$ cat src/rtl/usr_pkg.sv
// Shared types and op encodings for the universal shift register.
// The rotate-on-shift option is selected by the USR_ROTATE_EN macro in univ_shift_reg.
package usr_pkg;

    typedef enum logic [1:0] {
        IDLE = 2'b00,
        RUN  = 2'b01,
        DONE = 2'b10
    } usr_state_e;

    // The bit-cell mux select uses the same encoding as the manual op port.
    localparam logic [1:0] OP_HOLD = 2'b00;
    localparam logic [1:0] OP_SHR  = 2'b01;
    localparam logic [1:0] OP_SHL  = 2'b10;
    localparam logic [1:0] OP_LOAD = 2'b11;

    function automatic logic [1:0] burst_op(input logic dir_left);
        return dir_left ? OP_SHL : OP_SHR;
    endfunction

endpackage

$ cat src/rtl/usr_bit_cell.sv
// One register bit: 4:1 select (hold / higher neighbour / lower neighbour / load)
// feeding a synchronously reset flop with true and complement outputs.
module usr_bit_cell
    import usr_pkg::*;
(
    input  logic       clk,
    input  logic       rst,
    input  logic [1:0] sel,
    input  logic       d,
    input  logic       from_hi,
    input  logic       from_lo,
    output logic       q,
    output logic       qb
);

    logic q_r;
    logic next_s;

    // Next-state select for this bit
    always_comb begin
        next_s = q_r;
        case (sel)
            OP_HOLD: next_s = q_r;
            OP_SHR:  next_s = from_hi;
            OP_SHL:  next_s = from_lo;
            OP_LOAD: next_s = d;
            default: next_s = q_r;
        endcase
    end

    // Bit storage with synchronous reset
    always_ff @(posedge clk) begin
        if (rst) begin
            q_r <= 1'b0;
        end else begin
            q_r <= next_s;
        end
    end

    assign q  = q_r;
    assign qb = ~q_r;

endmodule

$ cat src/rtl/univ_shift_reg.sv
// Universal shift register with manual ops and a load-then-shift burst sequencer.
// Define USR_ROTATE_EN to make every shift rotate (fill = bit shifted out, sin ignored).
module univ_shift_reg
    import usr_pkg::*;
#(
    parameter int WIDTH = 8,
    parameter int DIR   = 0
) (
    input  logic                       clk,
    input  logic                       rst,
    input  logic                       en,
    input  logic [1:0]                 op,
    input  logic [WIDTH-1:0]           d,
    input  logic                       sin,
    input  logic                       start,
    input  logic [$clog2(WIDTH+1)-1:0] len,
    output logic [WIDTH-1:0]           q,
    output logic [WIDTH-1:0]           qb,
    output logic                       sout,
    output logic                       busy,
    output logic                       done
);

    localparam int               CW       = $clog2(WIDTH + 1);
    localparam logic [CW-1:0]    CNT_ZERO = {CW{1'b0}};
    localparam logic [CW-1:0]    CNT_ONE  = {{(CW-1){1'b0}}, 1'b1};
    localparam logic [CW-1:0]    CNT_MAX  = CW'(WIDTH);
    localparam logic [1:0]       BURST_OP = burst_op(DIR != 0);

    usr_state_e       state_r;
    logic [CW-1:0]    cnt_r;
    logic             busy_r;
    logic             done_r;
    logic [CW-1:0]    len_clamped_s;
    logic [1:0]       sel_s;
    logic [WIDTH-1:0] q_s;
    logic [WIDTH-1:0] qb_s;
    logic [WIDTH-1:0] hi_vec_s;
    logic [WIDTH-1:0] lo_vec_s;
    logic             fill_hi_s;
    logic             fill_lo_s;

`ifdef USR_ROTATE_EN
    logic unused_sin_s;
    assign unused_sin_s = sin;
    assign fill_hi_s    = q_s[0];
    assign fill_lo_s    = q_s[WIDTH-1];
`else
    assign fill_hi_s    = sin;
    assign fill_lo_s    = sin;
`endif

    // Neighbour taps: right shift pulls from the bit above, left shift from the bit below.
    assign hi_vec_s = {fill_hi_s, q_s[WIDTH-1:1]};
    assign lo_vec_s = {q_s[WIDTH-2:0], fill_lo_s};

    // Clamp the requested burst length to the register width
    always_comb begin
        len_clamped_s = len;
        if (len > CNT_MAX) begin
            len_clamped_s = CNT_MAX;
        end else begin
            len_clamped_s = len;
        end
    end

    // Per-cycle select for every bit cell; start wins over a manual op in IDLE
    always_comb begin
        sel_s = OP_HOLD;
        case (state_r)
            IDLE: begin
                if (start) begin
                    sel_s = OP_LOAD;
                end else if (en) begin
                    sel_s = op;
                end else begin
                    sel_s = OP_HOLD;
                end
            end
            RUN: begin
                if (cnt_r != CNT_ZERO) begin
                    sel_s = BURST_OP;
                end else begin
                    sel_s = OP_HOLD;
                end
            end
            DONE:    sel_s = OP_HOLD;
            default: sel_s = OP_HOLD;
        endcase
    end

    // Burst sequencer with registered busy/done flags
    always_ff @(posedge clk) begin
        if (rst) begin
            state_r <= IDLE;
            cnt_r   <= CNT_ZERO;
            busy_r  <= 1'b0;
            done_r  <= 1'b0;
        end else begin
            case (state_r)
                IDLE: begin
                    if (start) begin
                        state_r <= RUN;
                        cnt_r   <= len_clamped_s;
                        busy_r  <= 1'b1;
                        done_r  <= 1'b0;
                    end else begin
                        busy_r  <= 1'b0;
                        done_r  <= 1'b0;
                    end
                end
                RUN: begin
                    if (cnt_r != CNT_ZERO) begin
                        cnt_r   <= cnt_r - CNT_ONE;
                    end else begin
                        state_r <= DONE;
                        busy_r  <= 1'b0;
                        done_r  <= 1'b1;
                    end
                end
                DONE: begin
                    state_r <= IDLE;
                    busy_r  <= 1'b0;
                    done_r  <= 1'b0;
                end
                default: begin
                    state_r <= IDLE;
                    cnt_r   <= CNT_ZERO;
                    busy_r  <= 1'b0;
                    done_r  <= 1'b0;
                end
            endcase
        end
    end

    for (genvar i = 0; i < WIDTH; i++) begin : g_bit
        usr_bit_cell u_cell (
            .clk     (clk),
            .rst     (rst),
            .sel     (sel_s),
            .d       (d[i]),
            .from_hi (hi_vec_s[i]),
            .from_lo (lo_vec_s[i]),
            .q       (q_s[i]),
            .qb      (qb_s[i])
        );
    end

    assign q    = q_s;
    assign qb   = qb_s;
    assign sout = (DIR != 0) ? q_s[WIDTH-1] : q_s[0];
    assign busy = busy_r;
    assign done = done_r;

endmodule

$ cat config.mk
export PLATFORM = sky130hd
export DESIGN_NAME = univ_shift_reg
export DESIGN_NICKNAME = d
export VERILOG_FILES = /design/src/rtl/usr_pkg.sv /design/src/rtl/usr_bit_cell.sv /design/src/rtl/univ_shift_reg.sv
export SDC_FILE = /design/constraint.sdc
export NUM_CORES = 1
export LEC_CHECK = 0
export CORE_AREA = 5 5 56 58
export DETAILED_ROUTE_END_ITERATION = 7
export DIE_AREA = 0 0 61 63
export MAX_ROUTING_LAYER = met4
export PLACE_DENSITY = 0.85
export SYNTH_ARGS = -nofsm -noshare
export SYNTH_HDL_FRONTEND = slang
export SYNTH_SLANG_ARGS = --single-unit
$ cat constraint.sdc
create_clock -name clk -period 2.5 [get_ports clk]
set_clock_uncertainty 0.1 [all_clocks]
set_input_delay 0.5 -clock clk [delete_from_list [all_inputs] [get_ports clk]]
set_output_delay 0.5 -clock clk [all_outputs]
set_load 0.01 [all_outputs]
==> results of run 1 <==
[state kept, by name (all words and copies together) (netlist names)]
| name | flops |
|---|---|
| cnt_r | 4 |
| done | 1 |
| g_bit.u_cell.q | 8 |
| state_r | 2 |
| busy | 1 |
[cells in the final DEF, fill, tap and decap left out, drive strengths merged]
master,netlist,routed
o21a,1,1
nor2b,2,2
o22a,1,1
nor4,1,1
clkdlybuf4s50,0,37
a2bb2oi,1,1
dfxtp,16,16
and4bb,1,1
inv,11,11
nand4bb,1,1
mux2,1,1
a2111oi,8,8
nand2,4,4
o21ai,3,3
a31oi,1,1
clkbuf,2,3
nand4,1,1
nand2b,4,4
o22ai,1,1
nor4b,2,2
a21oi,4,4
o211ai,1,1
nor3,12,12
buf,19,5
ha,2,2
mux2i,9,9
a211oi,1,1
a32o,1,1
nor2,17,17
[power breakdown]
part | switching [mW] | leakage (nW) | internal (mW) | total [mW]
Combinational | 0.203 | 0.398 | 0.263 | 0.466
Clock | 0.0730 | 0.0138 | 0.0557 | 0.129
Sequential | 0.0676 | 0.132 | 0.305 | 0.373
[layer usage]
layer | vias to the layer above | global-route usage [%] | part of all wire, %
li1 | 488 | - | -
met1 | 431 | 16.4 | 40
met2 | 41 | 24.1 | 50
met3 | 2 | 2.07 | 9.0
met4 | 0 | 4.34 | 0.48
met5 | - | - | 0
[metrics by stage]
step / worst slack [ns] / total power, mW
2_1_floorplan: 0.621 / 0.710
3_3_place_gp: 0.224 / 0.831
3_5_place_dp: 0.135 / 0.848
4_1_cts: 0.370 / 0.979
5_1_grt: 0.178 / 1.04
6_report: 0.390 / 0.967
[final cells by class]
type                    count  area, µm²
repair buffers             42        408
well taps                  31       38.8
clock buffers               3       22.5
inverters                  11       41.3
flip-flops and latches     16        320
fillers                   263       1220
multi-input cells          80        561
[worst max path at each step]
stage	depth (start not counted)	slack (ns)	to
final	7	0.39	g_bit[3].u_cell.q
after global routing	7	0.18	g_bit[4].u_cell.q
after CTS	7	0.37	g_bit[3].u_cell.q
after detailed placement	6	0.13	g_bit[3].u_cell.q
after global placement	6	0.22	g_bit[7].u_cell.q
after floorplan	7	0.62	g_bit[5].u_cell.q
[cells by family after synthesis]
logic type	Yosys count	synth area share, %
AND/OR/NAND/NOR	45	22.4
buffers and inverters	32	18.2
AO/OA/AOI/OAI	23	17.9
flip-flops	16	29.7
multiplexers	10	9.41
adder cells (fa/ha/maj)	2	2.32
==> metrics list, run 1 <==
- After clock tree synthesis, the flow added hold-fix buffers numbering 0.
- Setup repair after global routing missed its margin: no
* Status: finished clean
- Summed over all layers, the routed wires come to around 2.5 mm.
- By area the synthesized netlist is led by dfxtp_1 30%, buf_4 11%, mux2i_1 8.4%, nor2_1 5.9%, nor3_1 5.1%.
- After detailed routing, the number of remaining DRC violations is 0.
- Clock tree from TritonCTS: done
- Cell area after layout: about 1400 µm²
- Hold path depth: 1
- Worst-path cell with the longest stage delay: dfxtp_1
- Critical path buffer and inverter count: 2
- In this run the register-to-register setup slack is between 0.3 and 0.4 ns.
- CTS built an H-tree with a depth of 1.
* Largest fanout on the critical path: 16
* Cells traversed along the worst timing path: inv_1 -> ha_1 -> and4bb_1 -> a211oi_4 -> buf_4 -> nor3_1 -> a2111oi_0
* Kind of cell with the highest combined delay on the critical path: compound AO/OA/AOI/OAI gates
* Final cell count without fillers: around 180
- In this run the deepest clock path goes through 2 buffers.
- Wire length of the first global-routing pass: approximately 4.2 mm
- Count leader, synth: nor2_1
* Type of destination of the critical path: flip-flop
- Diodes inserted: 0
* Type of the worst setup path: reg2reg
* Overall routing resource usage: around 14%
- In the final routed layout, each cell accounts on average for ~14 µm.
- Counting every net in the synthesized netlist gives approximately 150.
- Max-cap violations in this run came to 0.
- Entering global routing, the biggest net connects 17 pins.
* Area post-placement: roughly 1400 µm²
- For hold timing, the worst endpoint is busy.
- Reg-to-reg critical path endpoint: g_bit[3].u_cell.q
- The cell area that synthesis handed to floorplanning was 1080 µm².
- Area fraction of the dominant cell type after synthesis: between 20% and 30%
- For this configuration, the core starts out at a cell density of 41.2%.
- Number of synthesized flops with an enable pin: 0
- Count of cell types in the netlist: 32
- After the first detailed-routing iteration, the DRC count stood at 22.
- Clock Pin Slew Worst Setup and Hold Paths: about 0.090 ns
- Area of the placeable core: approximately 2600 µm²
- The worst register-to-register path begins at cnt_r[0].
- Hold WC Path Type: reg2reg
* Antenna-violating nets left: 0
- The area growth from synthesis to layout is 29.2%.
- Minimum period implied by the final worst setup slack: roughly 2.1 ns
* Number of instances in the synthesized netlist: between 100 and 150
* Worst Reg-to-Reg Cells: 7
- Counting tap cells, the placed design contains a total of 180 instances.
- Pin slew with the least headroom to its limit: between 0.4 and 0.5 ns
* Final-stage net count: 175
* Static Leak: 0.544 nW
- The number of pins with negative max-slew slack in the final report was 0.
- Routed vias/inst: roughly 5.3
* Total Die Area: between 3000 and 4000 µm²
* Critical Path Start Type: flip-flop
* Port-buffer cells: 37
- Top cell type by total area after synthesis: dfxtp_1
- Max-Slew Margin vs Limit: slightly below 70%
* Residual overflow from global routing: 0
- The first TritonRoute pass finished after 4 iterations.
- Number of synthesized register bits: 16
- Row count: 19
- For this block, the via count after detailed routing is a little under 1,000.
- Sinks on Clock Net: 16
- For this run, the register share of the synthesized area comes to a little under 30%.
- Prevailing post-synth register cell: dfxtp_1
- At the worst endpoint, the required time is approximately 2.6 ns.
- Final core utilization: ~53%
- STA puts the critical path data arrival time at 2.16 ns.
- Post-CTS setup-driven buffer insertion count: 0
- Warnings from Yosys: 0
* Width of the die: 61 µm
- Most used standard cells in the synthesized netlist: 17 x nor2_1, 16 x buf_4, 16 x dfxtp_1, 11 x inv_1, 11 x nor3_1
- Launching element of the worst setup path: cnt_r[0]
* Setup violation total in the final timing report: 0
* Period utilisation layout: 84.4%
- Post-CTS Resized: 0
- In this run the most critical hold path is launched from busy.
- In this run the vertical extent of the chip is between 60 and 70 µm.
- The post-route netlist has about 8.6% of its cells at a drive strength greater than 1.
- The worst-case IR drop observed on VDD is ~440 µV.
* Clock tree root driver cell: clkbuf_4
- Based on the critical path, the design can be clocked at up to 474 MHz.
- Antenna violations before repair: 0
* Vias in the first global route: between 900 and 1,000
* Final weighted congestion of routability-driven global placement: 0.895
* Worst hold slack after final layout: between 0.3 and 0.4 ns
* Clock latency at the later pin of the worst-skew pair: between 0.2 and 0.3 ns
* Number of buffers inserted during clock tree synthesis: 3
- Dividing total power by cell area gives a power density of 695 nW/µm².
- After synthesis, the share of flip-flops with an asynchronous set or reset is 0%.
- Post-detailed-placement half-perimeter wirelength: 2.00 mm
- Endpoints failing hold: 0
* Ports: 38
- Mean instance size in the synthesized netlist: 8.42 µm²
* CP peak stage delay: roughly 0.42 ns
* Setup TNS Final: 0 ns
(Power assumes the default switching activity.)
==> inputs of run 2 (changes only) <==
CORE_AREA = 5 5 58 60   (was 5 5 56 58)
DIE_AREA = 0 0 63 65   (was 0 0 61 63)
PLACE_DENSITY = 0.83   (was 0.85)
clock period = 1.7 ns   (was 2.5 ns; I/O delays follow)
==> metrics list, run 2 (same netlist as run 1, synthesis figures left out) <==
- Setup TNS Final: -0.0980 ns (-0.0980 ns)
* Critical Path Start Type: flip-flop
* Final cell count without fillers: 206 (+13%)
- Routed vias/inst: 5.15 (-2.0%)
- Final weighted congestion of routability-driven global placement: 0.877 (-2.1%)
* Post-route total power: 1.73 mW (+78%)
- Type of the worst setup path: reg2reg
* Sinks on Clock Net: 16 (unchanged)
- Count of fill cells added during filler insertion: 261 (-0.76%)
- The clock transition at the register clock pins on the worst setup and hold paths after CTS came to 0.10 ns (about the same).
- Max-slew violations: 0 (unchanged)
- The required time at the worst-slack endpoint is 1.79 ns (-0.76 ns).
* Residual overflow from global routing: 0 (unchanged)
- Highest clock frequency the design can meet: 574 MHz (+21%)
- The number of input and output port buffers inserted is 37 (unchanged).
- Fraction of layout instances using a drive strength above 1: 32.4% (+24 points)
* Data arrival time of the worst path: 1.83 ns (-0.33 ns)
* First DRT Iteration DRCs: 56 (+150%)
- Clock tree from TritonCTS: done
- Width of the die: 63 µm (+3.3%)
- Setup repair after global routing missed its margin: yes
- The worst setup path is captured at a flip-flop.
- The post-route clock period utilization was 102% (+18 points).
- The site row count came to 20 (+1).
* Overall routing resource usage: 13.6% (-0.43 points)
- Worst Reg-to-Reg Cells: 8 (+1)
- The average wire per standard cell was 13.6 µm (+0.42%).
- The slew at the pin closest to its max-slew limit came to 0.346 ns (-0.137 ns).
- Synthesis-to-layout area growth: 56.9%
* Number of flip-flops under the largest register name: 8 (unchanged)
* Number of buffers inserted during clock tree synthesis: 3 (unchanged)
- Clock latency at the later pin of the worst-skew pair: 0.29 ns (+0.02 ns)
- Hold WC Path Type: reg2reg
- Number of buffers inserted for hold repair after clock tree synthesis: 0 (unchanged)
- WL final: 2.81 mm (+13%)
* Worst vdd rail ir drop: 626 µV (+43%)
* Power per cell area: 1020 nW/µm² (+47%)
- Commonest non-fill, non-tap cells in the layout: 27 x clkdlybuf4s50_1, 22 x buf_4, 17 x nor2_1
* Diodes inserted: 0 (unchanged)
* Minimum period implied by the final worst setup slack: 1.74 ns (-0.368 ns)
* Antenna-violating nets left: 0 (unchanged)
* Max Buffers Root-to-Sink: 2 (unchanged)
- Max-cap violations: 0 (unchanged)
- Ports: 38 (unchanged)
* Largest net degree at the start of global routing: 17 (unchanged)
* Initial standard-cell utilization of the core: 37.4% (-3.8 points)
* Number of iterations in the first detailed-routing pass: 4 (unchanged)
* Antenna violations before repair: 0 (unchanged)
* Violated checks: setup timing
- Routed via count: 1,061 (+10%)
- The count of final hold-check violations was 0 (unchanged).
* Total Die Area: 4100 µm² (+6.6%)
* Number of DRC violations after detailed routing: 0 (unchanged)
- Status: complete, but fails checks
- The area of the placeable core is 2880 µm² (+10%).
- The share of the core filled with cells in the final layout is 58.7% (+5.5 points).
- The combined flip-flop and latch cell area is 337 µm² (+5.1%).
* Static Leak: 0.765 nW (+41%)
- Clock tree root driver cell: clkbuf_4
- Die Height: 65 µm (+3.2%)
* Most common cell after layout, fill and taps aside: clkdlybuf4s50_1
- Worst setup timing slack at the placement stage: -0.395 ns (-0.530 ns)
* Setup violation total in the final timing report: 6 (+6)
* H-Tree Depth: 1 (unchanged)
- The final critical-path setup slack is -0.0418 ns (-0.432 ns).
* Post-detailed-placement half-perimeter wirelength: 2.12 mm (+6.1%)
- The wire length of the first global-routing pass was 4.53 mm (+9.0%).
- Max-Slew Margin vs Limit: 76.7% (+9.2 points)
- The maximum fanout count along the critical path was 7 (-9).
- The area of the multi-input gates came to 632 µm² (+13%).
- Vias in the first global route: 1,019 (+6.5%)
- The placed cell count came to 196 (+8.9%).
- The count of nets after finishing came to 195 (+11%).
- The number of cells on the worst hold path is 1 (unchanged).
-- run 2: path summary, 6_finish.rpt --
check,startpoint,endpoint,slack (ns)
setup / recovery,cnt_r[1],g_bit[5].u_cell.q,-0.04
hold / removal,busy,busy,0.37
setup reg to reg,cnt_r[1],g_bit[5].u_cell.q,-0.04
hold reg to reg,busy,busy,0.37
-- run 2: repair_timing --
| action | 4_1_cts | 5_1_grt |
|---|---|---|
| gates cloned | 1 | 0 |
| pin swaps | 7 | 3 |
| buffers inserted | 1 | 5 |
| resized for setup | 13 | 25 |
| endpoints found under the setup margin | 16 | 25 |
-- run 2: cell type report --
cell class	instances	area share, %
clock buffers	4	2.15
repair buffers	62	35.7
flip-flops and latches	16	19.9
well taps	33	2.44
multi-input cells	80	37.4
inverters	11	2.44
-- run 2: per-stage QoR --
stage	hold WS [ns]	area (µm²)
4_1_cts	0.377	1580
3_3_place_gp	0.347	1500
3_5_place_dp	0.353	1500
2_1_floorplan	0.360	1090
5_1_grt	0.404	1690
6_report	0.373	1690
-- run 2: critical path, stage by stage, from the launching register on --
cell	delay [ns]
dfxtp_2	0.35
inv_2	0.05
ha_4	0.15
and4bb_2	0.26
a211oi_4	0.18
buf_6	0.17
buf_6	0.12
nor3_2	0.05
a2111oi_2	0.21
-- run 2: power breakdown --
part	internal [mW]	switching [mW]	leakage, nW	total (mW)
Clock	0.131	0.131	0.0210	0.262
Combinational	0.525	0.396	0.609	0.922
Sequential	0.463	0.0801	0.136	0.543
Total	1.12	0.608	0.765	1.73
-- run 2: layer usage --
layer / GRT usage (%) / part of all wire [%]
met1: 13.9 / 41
met2: 24.6 / 53
met3: 5.20 / 5.8
met4: 2.92 / 0.28
met5: - / 0
==> inputs of run 3 (changes only) <==
CORE_AREA = 5 5 56 58   (was 5 5 58 60)
DIE_AREA = 0 0 61 63   (was 0 0 63 65)
PLACE_DENSITY = 0.85   (was 0.83)
clock period = 1.9 ns   (was 1.7 ns; I/O delays follow)
==> metrics list, run 3 (same netlist as run 1, synthesis figures left out) <==
- The setup path with the least slack is of type reg2reg.
- Leaving out fill and tap cells, the most frequent cell in the layout is clkdlybuf4s50_1.
- Total Die Area: 3840 µm² (-6.2%)
- Largest net degree at the start of global routing: 17 (unchanged)
* Number of flip-flops under the largest register name: 8 (unchanged)
* Power per cell area: 945 nW/µm² (-7.5%)
- Worst vdd rail ir drop: 582 µV (-7.1%)
- The share of cells above drive strength 1 is 15.0% (-17 points).
- For this design, the slowest cell found on the critical path is dfxtp_2.
* CP peak stage delay: 0.34 ns (about the same)
- WL met1: 1.06 mm (-9.0%)
* Uppermost metal layer occupied by signal nets: met3
- The post-route cell area came to 1500 µm² (-11%).
- Endpoints failing hold: 0 (unchanged)
* Clock latency at the later pin of the worst-skew pair: 0.28 ns (about the same)
* Antenna-violating nets left: 0 (unchanged)
- Post-route setup slack: 0.0892 ns (+0.131 ns)
- The slew at the pin closest to its max-slew limit was 0.531 ns (+0.185 ns).
- Commonest non-fill, non-tap cells in the layout: 36 x clkdlybuf4s50_1, 17 x nor2_1, 15 x dfxtp_1
- Port-buffer cells: 37 (unchanged)
- WL final: 2.65 mm (-5.5%)
- The portion of total power attributed to the clock network was 15.8% (+0.6 points).
* Internal power: 0.929 mW (-17%)
- Initial standard-cell utilization of the core: 41.2% (+3.8 points)
- The post-route minimum period is 1.81 ns (+0.0690 ns).
* Reg-to-reg critical path endpoint: g_bit[2].u_cell.q
- The height of the chip came to 63 µm (-3.1%).
* Final-stage net count: 182 (-6.7%)
* Hold WC Path Type: reg2reg
- The area of the placeable core came to 2620 µm² (-9.1%).
- Period utilisation layout: 95.3% (-7.2 points)
- Row count: 19 (-5.0%)
- Status: finished clean
* Hold path depth: 1 (unchanged)
- The number of buffers and inverters on the critical path was 2 (-1).
- The residual DRC count came to 0 (unchanged).
- Static Leak: 0.606 nW (-21%)
- Width of the die: 61 µm (-3.2%)
- The tree is rooted in a clkbuf_4.
- The switching power as a share of total power is 34.5% (-0.68 points).
- The worst-case headroom to the max-slew limit came to 64.5% (-12 points).
- First DRT Iteration DRCs: 29 (-48%)
* Max Buffers Root-to-Sink: 2 (unchanged)
* Worst Hold End: busy
* Setup violation total in the final timing report: 0 (-6)
- The number of pins with negative max-slew slack in the final report is 0 (unchanged).
- Number of iterations in the first detailed-routing pass: 4 (unchanged)
- Synthesis-to-layout area growth: 39.4%
* Routed vias/inst: 5.29 (+2.8%)
- Overall routing resource usage: 15.0% (+1.3 points)
* Part of the power in registers: 34.3% (+2.9 points)
* Post-detailed-placement half-perimeter wirelength: 2.07 mm (-2.3%)
- Worst reg2reg path startpoint: cnt_r[0]
- The worst reg2reg path depth was 7 (-1).
- Routed via count: 1,011 (-4.7%)
* Residual overflow from global routing: 0 (unchanged)
- STA classifies the critical path endpoint as a flip-flop.
- The standard cell area after detailed placement was 1440 µm² (-4.3%).
* Clock tree from TritonCTS: done
- Among cell families on the critical path, the largest total delay comes from compound AO/OA/AOI/OAI gates.
* Logic depth of the worst path, buffers included: 7 (-1)
- The clock transition at the register clock pins on the worst setup and hold paths after CTS came to 0.10 ns (about the same).
- H-Tree Depth: 1 (unchanged)
- The placer congestion estimate is 0.856 (-2.3%).
* Required time worst endpoint: 1.96 ns (+0.17 ns)
* Largest fanout on the critical path: 15 (+8)
- The wire length of the first global-routing pass is 4.45 mm (-1.8%).
- The routed wire length on met3 is 186 µm (+15%).
* Routed len/inst: 13.9 µm (+1.9%)
- Worst setup timing slack at the placement stage: -0.317 ns (+0.0783 ns)
- Critical Path Start Type: flip-flop
- The count of max-cap constraint violations was 0 (unchanged).
- Walking the worst path, the cells encountered are inv_1 -> ha_1 -> and4bb_1 -> a211oi_4 -> buf_12 -> nor3_1 -> a2111oi_1.
- The combinational cell fraction of total power came to 49.9% (-3.5 points).
- The top-level port count was 38 (unchanged).
- The highest clock rate came to 552 MHz (-3.8%).
* Flop2flop setup slack: 0.09 ns (+0.13 ns)
* Setup repair after global routing missed its margin: yes
* Diodes inserted: 0 (unchanged)
- The met2 wire length was 1.41 mm (-4.5%).
* Sinks on Clock Net: 16 (unchanged)
- Min-delay src: busy
- The number of buffers added by the clock tree synthesis step came to 3 (unchanged).
- The initial antenna violation count came to 0 (unchanged).
- The data arrival at the endpoint of the critical path came to 1.87 ns (+0.04 ns).
* Vias in the first global route: 1,013 (-0.59%)
- The switching power is 0.490 mW (-19%).
run 3: cell types whose count changed in the layout (fill, tap and decap cells not counted), moves of 4 or more:
cell / previous run / this run
a2111oi_1: 0 / 4
a2111oi_2: 8 / 3
buf_4: 22 / 10
clkdlybuf4s50_1: 27 / 36
dfxtp_1: 7 / 15
dfxtp_2: 7 / 1
dlymetal6s2s_1: 10 / 1
run 3: how the worst max path moves through the flow:
stage                   from                end  slack, ns
detailed placement     start  g_bit[7].u_cell.q      -0.32
finish              cnt_r[0]  g_bit[2].u_cell.q       0.09
global route        cnt_r[1]  g_bit[2].u_cell.q      -0.06
floorplan           cnt_r[0]  g_bit[5].u_cell.q       0.02
global placement       start  g_bit[7].u_cell.q      -0.21
CTS                 cnt_r[0]  g_bit[0].u_cell.q      0.004
run 3: power groups by stage:
stage | Combinational [mW] | Clock [mW] | Sequential (mW)
6_report | 0.708 | 0.225 | 0.486
5_1_grt | 0.774 | 0.252 | 0.501
4_1_cts | 0.694 | 0.233 | 0.485
3_5_place_dp | 0.688 | 0 | 0.493
3_3_place_gp | 0.667 | 0 | 0.486
2_1_floorplan | 0.458 | 0 | 0.476
run 3: metrics by stage:
stage | hold WS (ns) | cells | utilization, % | total power, mW | setup TNS (ns)
6_report | 0.378 | 191 | 57.4 | 1.42 | 0
2_1_floorplan | 0.380 | 128 | - | 0.934 | 0
4_1_cts | 0.381 | 190 | 56.5 | 1.41 | 0
5_1_grt | 0.411 | 191 | 57.4 | 1.53 | -0.0950
3_3_place_gp | 0.350 | 186 | 55.0 | 1.15 | -1.13
3_5_place_dp | 0.357 | 186 | 55.0 | 1.18 | -1.88
run 3: repair_timing:
action	4_1_cts	5_1_grt
buffers inserted	0	1
pin swaps	4	3
hold buffers	0	0
endpoints found under the setup margin	4	8
resized for setup	2	7
run 3: metal layers:
| metal | vias to the layer above | GRT usage (%) |
|---|---|---|
| met3 | 0 | 2.07 |
| li1 | 505 | - |
| met1 | 478 | 16.8 |
| met5 | - | - |
| met2 | 28 | 26.7 |
| met4 | 0 | 4.07 |
run 3: layout make-up:
class,count,area (µm²)
Fill cell,250,1110
Tap cell,31,38.8
Multi-Input combinational cell,80,576
Timing Repair Buffer,49,488
Clock buffer,4,36.3
Inverter,11,41.3
Sequential cell,16,322
run 3: worst register-to-register path, cell delays in order, from the launching register on:
cell and delay [ns]:
dfxtp_2 0.34, inv_1 0.05, ha_1 0.21, and4bb_1 0.25, a211oi_4 0.21, buf_12 0.17, nor3_1 0.06, a2111oi_1 0.31
